### config.mk
export PLATFORM = sky130hd
export DESIGN_NAME = if_stage
export DESIGN_NICKNAME = d
export VERILOG_FILES = /design/src/rtl/if_stage.sv
export SDC_FILE = /design/constraint.sdc
export NUM_CORES = 1
export LEC_CHECK = 0
export ABC_AREA = 1
export ABC_CLOCK_PERIOD_IN_PS = 2120
export CORE_UTILIZATION = 46
export CTS_CLUSTER_DIAMETER = 80
export DETAILED_ROUTE_END_ITERATION = 12
export PLACE_DENSITY = 0.88
export SYNTH_ARGS = -nofsm -noshare
export SYNTH_HDL_FRONTEND = slang
export SYNTH_SLANG_ARGS = --single-unit
### constraint.sdc
create_clock -name clk -period 2.12 [get_ports clk]
set_clock_uncertainty 0.15 [all_clocks]
set_input_delay 0.318 -clock clk [delete_from_list [all_inputs] [get_ports clk]]
set_output_delay 0.318 -clock clk [all_outputs]
set_load 0.02 [all_outputs]
### src/rtl/if_stage.sv
// ---------------------------------------------------------------------------
// if_stage
//
// Instruction-fetch stage of riscv_cpu. Owns the program counter, presents it
// to a combinational instruction memory, and captures the returned word into
// the IF/ID pipeline register for the decode stage.
//
// Ports:
//   clk            - clock, all state changes on the rising edge
//   rst            - synchronous active-high reset
//   stall_i        - hold PC and IF/ID this cycle (hazard logic)
//   flush_i        - replace IF/ID contents with a NOP bubble
//   redirect_i     - load PC from redirect_pc_i (branch / JAL / JALR)
//   redirect_pc_i  - redirect target byte address
//   instr_addr_o   - current PC, to instruction memory
//   instr_data_i   - instruction word at instr_addr_o, same cycle
//   id_pc_o        - PC of the instruction held in IF/ID
//   id_instr_o     - instruction held in IF/ID
//   id_valid_o     - IF/ID holds a real instruction
//   fetch_err_o    - sticky flag, a misaligned redirect target was seen
//   fetch_count_o  - number of valid instructions captured into IF/ID
// ---------------------------------------------------------------------------
module if_stage #(
  parameter logic [31:0] RESET_PC  = 32'h0000_0000,
  parameter logic [31:0] NOP_INSTR = 32'h0000_0013
) (
  input  logic        clk,
  input  logic        rst,
  input  logic        stall_i,
  input  logic        flush_i,
  input  logic        redirect_i,
  input  logic [31:0] redirect_pc_i,
  output logic [31:0] instr_addr_o,
  input  logic [31:0] instr_data_i,
  output logic [31:0] id_pc_o,
  output logic [31:0] id_instr_o,
  output logic        id_valid_o,
  output logic        fetch_err_o,
  output logic [31:0] fetch_count_o
);

  logic [31:0] pc_q,      pc_d;
  logic [31:0] idPc_q,    idPc_d;
  logic [31:0] idInstr_q, idInstr_d;
  logic        idValid_q, idValid_d;
  logic        err_q,     err_d;
  logic [31:0] count_q,   count_d;

  // Program counter next state. A redirect always wins over a stall, because
  // the redirecting instruction in execute cannot be held back by a hazard
  // in front of it. The low two address bits of the target are dropped so the
  // fetch stays word aligned; a non-zero pair is latched as a sticky error.
  // PC+4 wraps naturally at 2^32.
  always_comb begin
    pc_d  = pc_q;
    err_d = err_q;
    if (redirect_i) begin
      pc_d = {redirect_pc_i[31:2], 2'b00};
      if (redirect_pc_i[1:0] != 2'b00) begin
        err_d = 1'b1;
      end
    end else if (!stall_i) begin
      pc_d = pc_q + 32'd4;
    end
  end

  // IF/ID register next state, decoupled from the PC decision. A flush turns
  // the slot into a bubble but keeps the old PC, so a flush during a stall
  // still kills the held instruction. Only a genuine capture bumps the count.
  always_comb begin
    idPc_d    = idPc_q;
    idInstr_d = idInstr_q;
    idValid_d = idValid_q;
    count_d   = count_q;
    if (flush_i) begin
      idInstr_d = NOP_INSTR;
      idValid_d = 1'b0;
    end else if (!stall_i) begin
      idPc_d    = pc_q;
      idInstr_d = instr_data_i;
      idValid_d = 1'b1;
      count_d   = count_q + 32'd1;
    end
  end

  // State registers. Reset overrides every other input on the same edge, so
  // a redirect presented alongside reset is discarded.
  always_ff @(posedge clk) begin
    if (rst) begin
      pc_q      <= RESET_PC;
      idPc_q    <= 32'h0000_0000;
      idInstr_q <= NOP_INSTR;
      idValid_q <= 1'b0;
      err_q     <= 1'b0;
      count_q   <= 32'h0000_0000;
    end else begin
      pc_q      <= pc_d;
      idPc_q    <= idPc_d;
      idInstr_q <= idInstr_d;
      idValid_q <= idValid_d;
      err_q     <= err_d;
      count_q   <= count_d;
    end
  end

  assign instr_addr_o  = pc_q;
  assign id_pc_o       = idPc_q;
  assign id_instr_o    = idInstr_q;
  assign id_valid_o    = idValid_q;
  assign fetch_err_o   = err_q;
  assign fetch_count_o = count_q;

endmodule
==> results of run 1 <==
## final cells by class
class | instances | area [µm²]
Clock buffer | 21 | 480.5
Clock inverter | 8 | 90.09
Fill cell | 1065 | 3986
Inverter | 89 | 336.6
Multi-Input combinational cell | 630 | 2950
Sequential cell | 126 | 2522
Tap cell | 172 | 215.2
Timing Repair Buffer | 207 | 2090
## registers in the layout, summed over array words and instances (netlist names)
register / flops
fetch_err_o: 1
instr_addr_o: 30
fetch_count_o: 32
id_valid_o: 1
id_pc_o: 30
id_instr_o: 32
## how the worst min path moves through the flow
stage | end | slack (ns) | depth (start not counted)
floorplan | id_instr_o[0] | 0.28 | 2
global placement | fetch_err_o | 0.29 | 2
detailed placement | fetch_err_o | 0.30 | 2
CTS | id_instr_o[2] | 0.30 | 3
global route | id_instr_o[20] | 0.30 | 3
finish | id_instr_o[31] | 0.30 | 3
## worst min-delay path: stages
cell             delay (ns)
clkdlybuf4s50_1        0.39
nand2_1                0.06
a21oi_1                0.05
## cells by family after synthesis
family                   synth area share, %
flip-flops                             42.17
buffers and inverters                  8.701
XOR/XNOR                               2.782
AO/OA/AOI/OAI                          14.64
AND/OR/NAND/NOR                        31.23
adder cells (fa/ha/maj)               0.4183
other                                0.06269
## through the flow
stage | power, mW | util, % | cells | setup WS, ns | area [µm²]
after floorplan | 2.970 | - | 883 | 0.3694 | 5993
after CTS | 6.195 | 68.54 | 1253 | 0.07965 | 8685
after global routing | 6.390 | 68.54 | 1253 | 0.02629 | 8685
final | 6.169 | 68.54 | 1253 | 0.08937 | 8685
after detailed placement | 3.380 | 64.04 | 1224 | 0.01078 | 8114
after global placement | 3.364 | 64.04 | 1224 | 0.09309 | 8114
## power groups by stage
stage | clock [mW] | sequential (mW) | combinational, mW
detailed placement | 0 | 2.60 | 0.781
global placement | 0 | 2.60 | 0.766
floorplan | 0 | 2.70 | 0.273
finish | 2.83 | 2.55 | 0.785
global route | 2.98 | 2.56 | 0.847
CTS | 2.86 | 2.55 | 0.788
## metal layers
metal	vias to the layer above	wire (µm)	global-route usage [%]	share of wire (%)
li1	3178	-	-	-
met1	2968	7669	33.75	42
met2	278	8516	44.88	47
met3	35	1496	8.944	8.2
met4	0	475	13.16	2.6
met5	-	0	0	0
## cells in the final DEF (no fill, tap or decap), types with 3 or more instances in the layout
master and instances:
nand2_1 246, clkdlybuf4s50_1 194, dfxtp_1 126, nor2_1 104, a21oi_1 92, inv_1 86
o21ai_0 67, nand3_1 43, xor2_1 18, clkbuf_16 17, nor2_2 10, buf_4 9
nor2_4 8, nor3_1 7, nand4_1 6, clkinv_2 6, a31oi_1 4, conb_1 4
clkbuf_8 4, buf_12 4, o21ai_1 3
==> results.json, run 1 <==
{
  "status": "finished clean",
  "ios": 199,
  "post_cts_resized": 0,
  "hold_path_class": "input pin to flop",
  "crit_fanout": 6,
  "fmax_mhz": 492.5,
  "reg2reg_depth": 8,
  "r2r_end": "instr_addr_o[16]",
  "clock_latency_ns": 0.42,
  "whs_ns": 0.3035,
  "grt_pass1_wl_um": 28980,
  "wirelength_um": 18160,
  "coreArea_mm2": 0.01267,
  "ys_warn_count": 0,
  "antenna_found_initial": 0,
  "synthTopCellsByArea": "dfxtp_1 (42%), nand2_1 (15%), a21oi_1 (7.7%)",
  "cts_sinks": 126,
  "ys.flop_type": "dfxtp_1",
  "ys_seq_area_share_pct": 42.17,
  "synth_cells": 880,
  "crit_path_max_incr_delay_ns": 0.69,
  "synth_edf_count": 0,
  "cp.required_ns": 1.65,
  "drc_errors": 0,
  "num_antenna_cells": 0,
  "r2r_start": "instr_addr_o[3]",
  "hp-start": "instr_data_i[31]",
  "clkPwrFrac_pct": 45.9,
  "period_share_pct": 95.78,
  "layout-area-overhead-vs-synth_pct": 45.18,
  "portBuffers": 194,
  "path_buf_inv": 1,
  "cp_top_family": "buffers and inverters",
  "dpl.hpwl_um": 13170,
  "cp_slowest_cell": "clkdlybuf4s50_1",
  "power_density_mw_per_mm2": 710.4,
  "crit_cells": 1,
  "slew_viol_final": 0,
  "synth_area_per_cell_um2": 6.798,
  "hold_viol": 0,
  "grt_use_total_pct": 27.87,
  "post_cts_buffers": 0,
  "p_comb_share_pct": 12.7,
  "post_synth_most_frequent_cells": "nand2_1 (246), dfxtp_1 (126), nor2_1 (104), a21oi_1 (92), inv_1 (86)",
  "switchingPower_mw": 1.510,
  "grt_max_degree": 60,
  "cp-startpoint": "instr_addr_o[18]",
  "vias_per_cell": 5.155,
  "core.rowCount": 41,
  "ys_async_sr_fraction_pct": 0,
  "drive_gt1_share_pct": 6.383,
  "synth_most_common_cell": "nand2_1",
  "crit_end": "instr_addr_o[18]",
  "drv_cap": 0,
  "ctsHtreeMaxLevel": 4,
  "ant_nets": 0,
  "rsz0062_at_grt": "no",
  "start_util_pct": 47.21,
  "worst_pin_slew_ns": 0.5167,
  "numCtsBuffers": 17,
  "gp_congestion": 0.9273,
  "synth_top_area_share_pct": 42.17,
  "overflow": 0,
  "dieArea_mm2": 0.01346,
  "peakVddDrop_uv": 506.5,
  "cp-start-kind": "flop",
  "layout.nets": 1142,
  "grt_pass1_vias": 6002,
  "vias": 6459,
  "cellLeakagePower_nw": 3.277,
  "synthDistinctLibCells": 39,
  "die_height_um": 116.0,
  "drt_first_pass_iters": 5,
  "die-width_um": 116.0,
  "clkTransAtPathRegs_ns": 0.05,
  "relSlewSlack_pct": 65.56,
  "path_cells": "clkdlybuf4s50_1",
  "r2r_slack_ns": 0.22,
  "power.internal_mw": 4.659,
  "switching_share_pct": 24.48,
  "setup-violations-final": 0,
  "arrival_ns": 1.56,
  "cts-root-buf": "clkbuf_16",
  "ys_ff_latch": 126,
  "synthesis.area_mm2": 0.005982,
  "pwr-share-seq_pct": 41.4,
  "fin_setup_tns_ns": 0,
  "drtIter0Drc": 438,
  "routedWlPerCell_um": 14.49,
  "holdBufCountCts": 0,
  "cts_buffer_depth": 2,
  "min_period_ns": 2.031,
  "cts_tree": "built",
  "end_kind": "output port",
  "yosysTopAreaCell": "dfxtp_1",
  "critPathKind": "flop to output port"
}
(Power assumes the default switching activity.)
==> inputs of run 2 (changes only) <==
--- a/config.mk
+++ b/config.mk
@@ -6,11 +6,12 @@
 export NUM_CORES = 1
 export LEC_CHECK = 0
 export ABC_AREA = 1
-export ABC_CLOCK_PERIOD_IN_PS = 2120
-export CORE_UTILIZATION = 46
+export ABC_CLOCK_PERIOD_IN_PS = 2150
+export CORE_UTILIZATION = 48
+export CTS_BUF_LIST = sky130_fd_sc_hd__clkbuf_4
 export CTS_CLUSTER_DIAMETER = 80
 export DETAILED_ROUTE_END_ITERATION = 12
-export PLACE_DENSITY = 0.88
+export PLACE_DENSITY = 0.91
 export SYNTH_ARGS = -nofsm -noshare
 export SYNTH_HDL_FRONTEND = slang
 export SYNTH_SLANG_ARGS = --single-unit
==> constraint.sdc (replaced) <==
create_clock -name clk -period 2.15 [get_ports clk]
set_clock_uncertainty 0.15 [all_clocks]
set_input_delay 0.3225 -clock clk [delete_from_list [all_inputs] [get_ports clk]]
set_output_delay 0.3225 -clock clk [all_outputs]
set_load 0.02 [all_outputs]
==> run 2 against run 1 <==
Power fell by 24%. Non-clock buffer count unchanged. Final cell count shrank 0.16%. Final area down 3.3%. Critical endpoint is now instr_addr_o[15]. Largest power group is now sequential cells. Worst hold slack worse by 0.13 ns. Combinational power fell by 1%. First-iteration DRC count increased by 14%. Count of clock-buffer cells in the layout down 2. Routed wire length up 1.6%. Die area fell by 4.1%. Sequential cell count unchanged. Sequential share of layout area grew 1.0 points.
==> results.json, run 2 (synthesis gave the netlist of run 1 again) <==
{
  "ios": 199,
  "drt_first_pass_iters": 7,
  "grt_use_total_pct": 28.92,
  "grt_max_degree": 60,
  "hold_path_class": "input pin to flop",
  "antenna_found_initial": 1,
  "period_share_pct": 97.96,
  "gp_congestion": 0.8753,
  "power_density_mw_per_mm2": 559.2,
  "cts_buffer_depth": 2,
  "path_cells": "clkdlybuf4s50_1",
  "drive_gt1_share_pct": 6.100,
  "clkTransAtPathRegs_ns": 0.10,
  "cp-start-kind": "flop",
  "start_util_pct": 49.60,
  "drv_cap": 0,
  "dieArea_mm2": 0.01291,
  "post_cts_buffers": 0,
  "wirelength_um": 18450,
  "cellLeakagePower_nw": 3.579,
  "fill_cells": 1001,
  "crit_fanout": 5,
  "layout.nets": 1142,
  "min_period_ns": 2.106,
  "crit_path_max_incr_delay_ns": 0.64,
  "regArea_mm2": 0.002524,
  "ant_nets": 0,
  "path_buf_inv": 1,
  "drc_errors": 0,
  "layout_commonest_cell": "nand2_1",
  "die_height_um": 113.6,
  "ctsHtreeMaxLevel": 4,
  "arrival_ns": 1.63,
  "cp_slowest_cell": "clkdlybuf4s50_1",
  "cp_top_family": "buffers and inverters",
  "routedWlPerCell_um": 14.75,
  "drtIter0Drc": 498,
  "fin_cells": 1251,
  "cts_tree": "built",
  "vias_per_cell": 5.201,
  "cts_sinks": 126,
  "clock_latency_ns": 0.57,
  "cts-root-buf": "clkbuf_4",
  "coreArea_mm2": 0.01206,
  "numCtsBuffers": 17,
  "hold_viol": 0,
  "die-width_um": 113.6,
  "slew_viol_final": 0,
  "fmax_mhz": 474.8,
  "layout-area-overhead-vs-synth_pct": 40.41,
  "multi_input_area_mm2": 0.002953,
  "status": "finished clean",
  "cp.required_ns": 1.68,
  "end_kind": "output port",
  "core.rowCount": 40,
  "grt_pass1_wl_um": 29340,
  "vias": 6506,
  "peakVddDrop_uv": 442.4,
  "dpl.hpwl_um": 13290,
  "p_total_mw": 4.697,
  "final_cell_mix": "nand2_1 (246), clkdlybuf4s50_1 (160), dfxtp_1 (125)",
  "setup-violations-final": 0,
  "critPathKind": "flop to output port",
  "portBuffers": 194,
  "overflow": 0,
  "grt_pass1_vias": 6162,
  "placedCellCount": 1220
}
-- run 2: final timing paths --
check / startpoint / end / slack (ns) / cells after the start
max: instr_addr_o[15] / instr_addr_o[15] / 0.04 / 1
min: instr_data_i[28] / id_instr_o[28] / 0.17 / 3
max reg2reg: fetch_count_o[0] / fetch_count_o[24] / 0.21 / 8
min reg2reg: fetch_err_o / fetch_err_o / 0.32 / 2
-- run 2: tightest hold or removal path, cell delays in order --
cell and delay, ns:
clkdlybuf4s50_1 0.39, nand2_1 0.06, a21oi_1 0.05
-- run 2: cell type report --
| class | instances | area share, % |
|---|---|---|
| Antenna cell | 1 | 0.02979 |
| Sequential cell | 126 | 30.05 |
| Tap cell | 168 | 2.503 |
| Clock inverter | 11 | 0.9236 |
| Clock buffer | 19 | 1.698 |
| Inverter | 89 | 4.007 |
| Timing Repair Buffer | 207 | 25.64 |
| Multi-Input combinational cell | 630 | 35.16 |
-- run 2: what timing repair did --
item | 4_1_cts | 5_1_grt
resized for setup | 10 | 26
setup endpoints to repair | 10 | 29
pin swaps | 0 | 0
hold buffers | 0 | 0
-- run 2: power by group --
group | internal, mW | switching, mW | leakage [nW]
clock | 0.556 | 0.856 | 0.119
sequential | 2.43 | 0.0841 | 1.03
combinational | 0.365 | 0.409 | 2.43
-- run 2: stage by stage --
stage	setup TNS [ns]	hold slack, ns	area, µm²	utilization [%]	worst slack (ns)
5_1_grt	-0.009996	0.1515	8399	69.64	-0.009996
3_3_place_gp	0	0.2893	8122	67.33	0.05598
2_1_floorplan	0	0.2857	5993	-	0.3994
4_1_cts	0	0.1433	8332	69.08	0.003692
6_report	0	0.1685	8399	69.64	0.04383
3_5_place_dp	0	0.2983	8122	67.33	0.008824
-- run 2: per-layer routing --
| metal | part of all wire, % | routed length (µm) | up-vias | GRT usage, % |
|---|---|---|---|---|
| met1 | 41 | 7489 | 2920 | 34.55 |
| li1 | - | - | 3183 | - |
| met2 | 46 | 8463 | 350 | 47.15 |
| met5 | 0 | 0 | - | 0 |
| met4 | 3.3 | 604 | 0 | 14.12 |
| met3 | 10 | 1892 | 53 | 9.033 |
==> inputs of run 3 (changes only) <==
--- a/config.mk
+++ b/config.mk
@@ -7,6 +7,7 @@
 export LEC_CHECK = 0
 export ABC_AREA = 1
 export ABC_CLOCK_PERIOD_IN_PS = 2150
+export CORE_MARGIN = 5
 export CORE_UTILIZATION = 48
 export CTS_BUF_LIST = sky130_fd_sc_hd__clkbuf_4
 export CTS_CLUSTER_DIAMETER = 80
==> run 3 against run 2 <==
Die area grew 15%. Register-to-register slack better by 0.04 ns. Utilization about the same. Count of clock-buffer cells in the layout increased by 3. Final area increased by 0.46%. Global-route usage is 3.4 points lower. Critical endpoint is now fetch_count_o[25]. Worst hold slack worse by 0.0041 ns. Largest cell class unchanged. Non-clock buffer count grew 5. Routed wire length increased by 2.4%. Critical path depth stayed put. Highest routed layer unchanged. Clock power up 14%. Via count is 0.49% higher.
==> results.json, run 3 (synthesis gave the netlist of run 1 again) <==
{
  "drtIter0Drc": 529,
  "reg2reg_depth": 8,
  "wirelength_um": 18890,
  "power.internal_mw": 3.522,
  "arrival_ns": 1.65,
  "r2r_start": "instr_addr_o[8]",
  "ant_nets": 0,
  "cts-root-buf": "clkbuf_4",
  "dpl.hpwl_um": 13880,
  "drv_cap": 0,
  "drive_gt1_share_pct": 6.801,
  "min_period_ns": 2.118,
  "clock_latency_ns": 0.55,
  "crit_path_max_incr_delay_ns": 0.66,
  "cts_buffer_depth": 2,
  "grt_max_degree": 60,
  "grt_pass1_vias": 6348,
  "cellLeakagePower_nw": 3.583,
  "fill_cells": 996,
  "vias": 6538,
  "p_total_mw": 4.896,
  "coreArea_mm2": 0.01211,
  "cts_sinks": 126,
  "clkTransAtPathRegs_ns": 0.11,
  "cp_top_family": "buffers and inverters",
  "cts_tree": "built",
  "slew_viol_final": 0,
  "ctsHtreeMaxLevel": 4,
  "place_ws_ns": 0.02437,
  "drt_first_pass_iters": 7,
  "layout_commonest_cell": "nand2_1",
  "clkPwrFrac_pct": 32.9,
  "worst_pin_slew_ns": 0.5344,
  "layout.nets": 1147,
  "core.rowCount": 40,
  "switching_share_pct": 28.07,
  "switchingPower_mw": 1.374,
  "cp-start-kind": "flop",
  "crit_fanout": 4,
  "final_cell_mix": "nand2_1 (246), clkdlybuf4s50_1 (159), dfxtp_1 (126)",
  "antenna_found_initial": 1,
  "hold_viol": 0,
  "hold_path_class": "input pin to flop",
  "critPathKind": "flop to output port",
  "die-width_um": 121.6,
  "r2r_end": "instr_addr_o[25]",
  "path_buf_inv": 1,
  "routedWlPerCell_um": 15.03,
  "drc_errors": 0,
  "post-route-worst-setup-slack_ns": 0.03236,
  "setup-violations-final": 0,
  "hp-start": "instr_data_i[24]",
  "layout-area-overhead-vs-synth_pct": 41.06,
  "numCtsBuffers": 17,
  "r2r_slack_ns": 0.25,
  "placedCellCount": 1224,
  "min_to": "id_instr_o[24]",
  "grt_use_total_pct": 25.48,
  "relSlewSlack_pct": 64.37,
  "die_height_um": 121.6,
  "hold_depth": 3,
  "vias_per_cell": 5.201,
  "status": "finished clean",
  "gp_congestion": 0.8804,
  "post_cts_buffers": 0,
  "fin_setup_tns_ns": 0,
  "cp_slowest_cell": "clkdlybuf4s50_1",
  "fin_cells": 1257,
  "end_kind": "output port",
  "power_density_mw_per_mm2": 580.2,
  "fmax_mhz": 472.2,
  "pwr-share-seq_pct": 51.2,
  "dieArea_mm2": 0.01480,
  "cp.required_ns": 1.68,
  "start_util_pct": 49.39,
  "whs_ns": 0.1644,
  "ios": 199,
  "peakVddDrop_uv": 530.3,
  "p_comb_share_pct": 15.9,
  "portBuffers": 194,
  "period_share_pct": 98.49,
  "overflow": 0,
  "path_cells": "clkdlybuf4s50_1",
  "grt_pass1_wl_um": 30130
}
-- run 3: stage by stage --
step           instance area, µm²  utilization (%)
6_report                     8438            69.67
5_1_grt                      8438            69.67
4_1_cts                      8378            69.17
3_5_place_dp                 8122            67.06
3_3_place_gp                 8122            67.06
2_1_floorplan                5993                -
-- run 3: repair_timing --
action                                  4_1_cts  5_1_grt
hold buffers                                  1        0
hold endpoints to repair                      3        0
gates resized for setup                      11       23
endpoints found under the setup margin       11       23
-- run 3: cell type report --
type	instances	area, µm²	area share (%)
clock inverters	9	95.09	1.127
inverters	89	336.6	3.989
clock buffers	22	165.2	1.957
multi-input cells	630	2950	34.96
flip-flops and latches	126	2522	29.89
diodes	1	2.502	0.02966
well taps	168	210.2	2.491
repair buffers	212	2156	25.55
-- run 3: power groups by stage --
| stage | sequential [mW] | combinational, mW | clock, mW |
|---|---|---|---|
| finish | 2.51 | 0.779 | 1.61 |
| global route | 2.52 | 0.839 | 1.73 |
| CTS | 2.51 | 0.782 | 1.63 |
| detailed placement | 2.56 | 0.780 | 0 |
| global placement | 2.56 | 0.766 | 0 |
| floorplan | 2.66 | 0.269 | 0 |
-- run 3: layer usage --
metal / global-route usage, % / up-vias / wire length, µm
met5: 0 / - / 0
met4: 12.89 / 0 / 680
met3: 9.935 / 60 / 2078
met2: 40.45 / 304 / 8526
met1: 29.94 / 2992 / 7608
li1: - / 3182 / -
-- run 3: worst max-delay path by stage --
stage,start,endpoint,slack [ns],cells past startpoint
floorplan,fetch_count_o[0],fetch_count_o[28],0.40,8
finish,fetch_count_o[25],fetch_count_o[25],0.03,1
global placement,redirect_i,instr_addr_o[5],0.07,5
CTS,instr_addr_o[4],instr_addr_o[4],0.002,1
global route,fetch_count_o[10],fetch_count_o[10],-0.00005,1
detailed placement,redirect_i,instr_addr_o[9],0.02,5
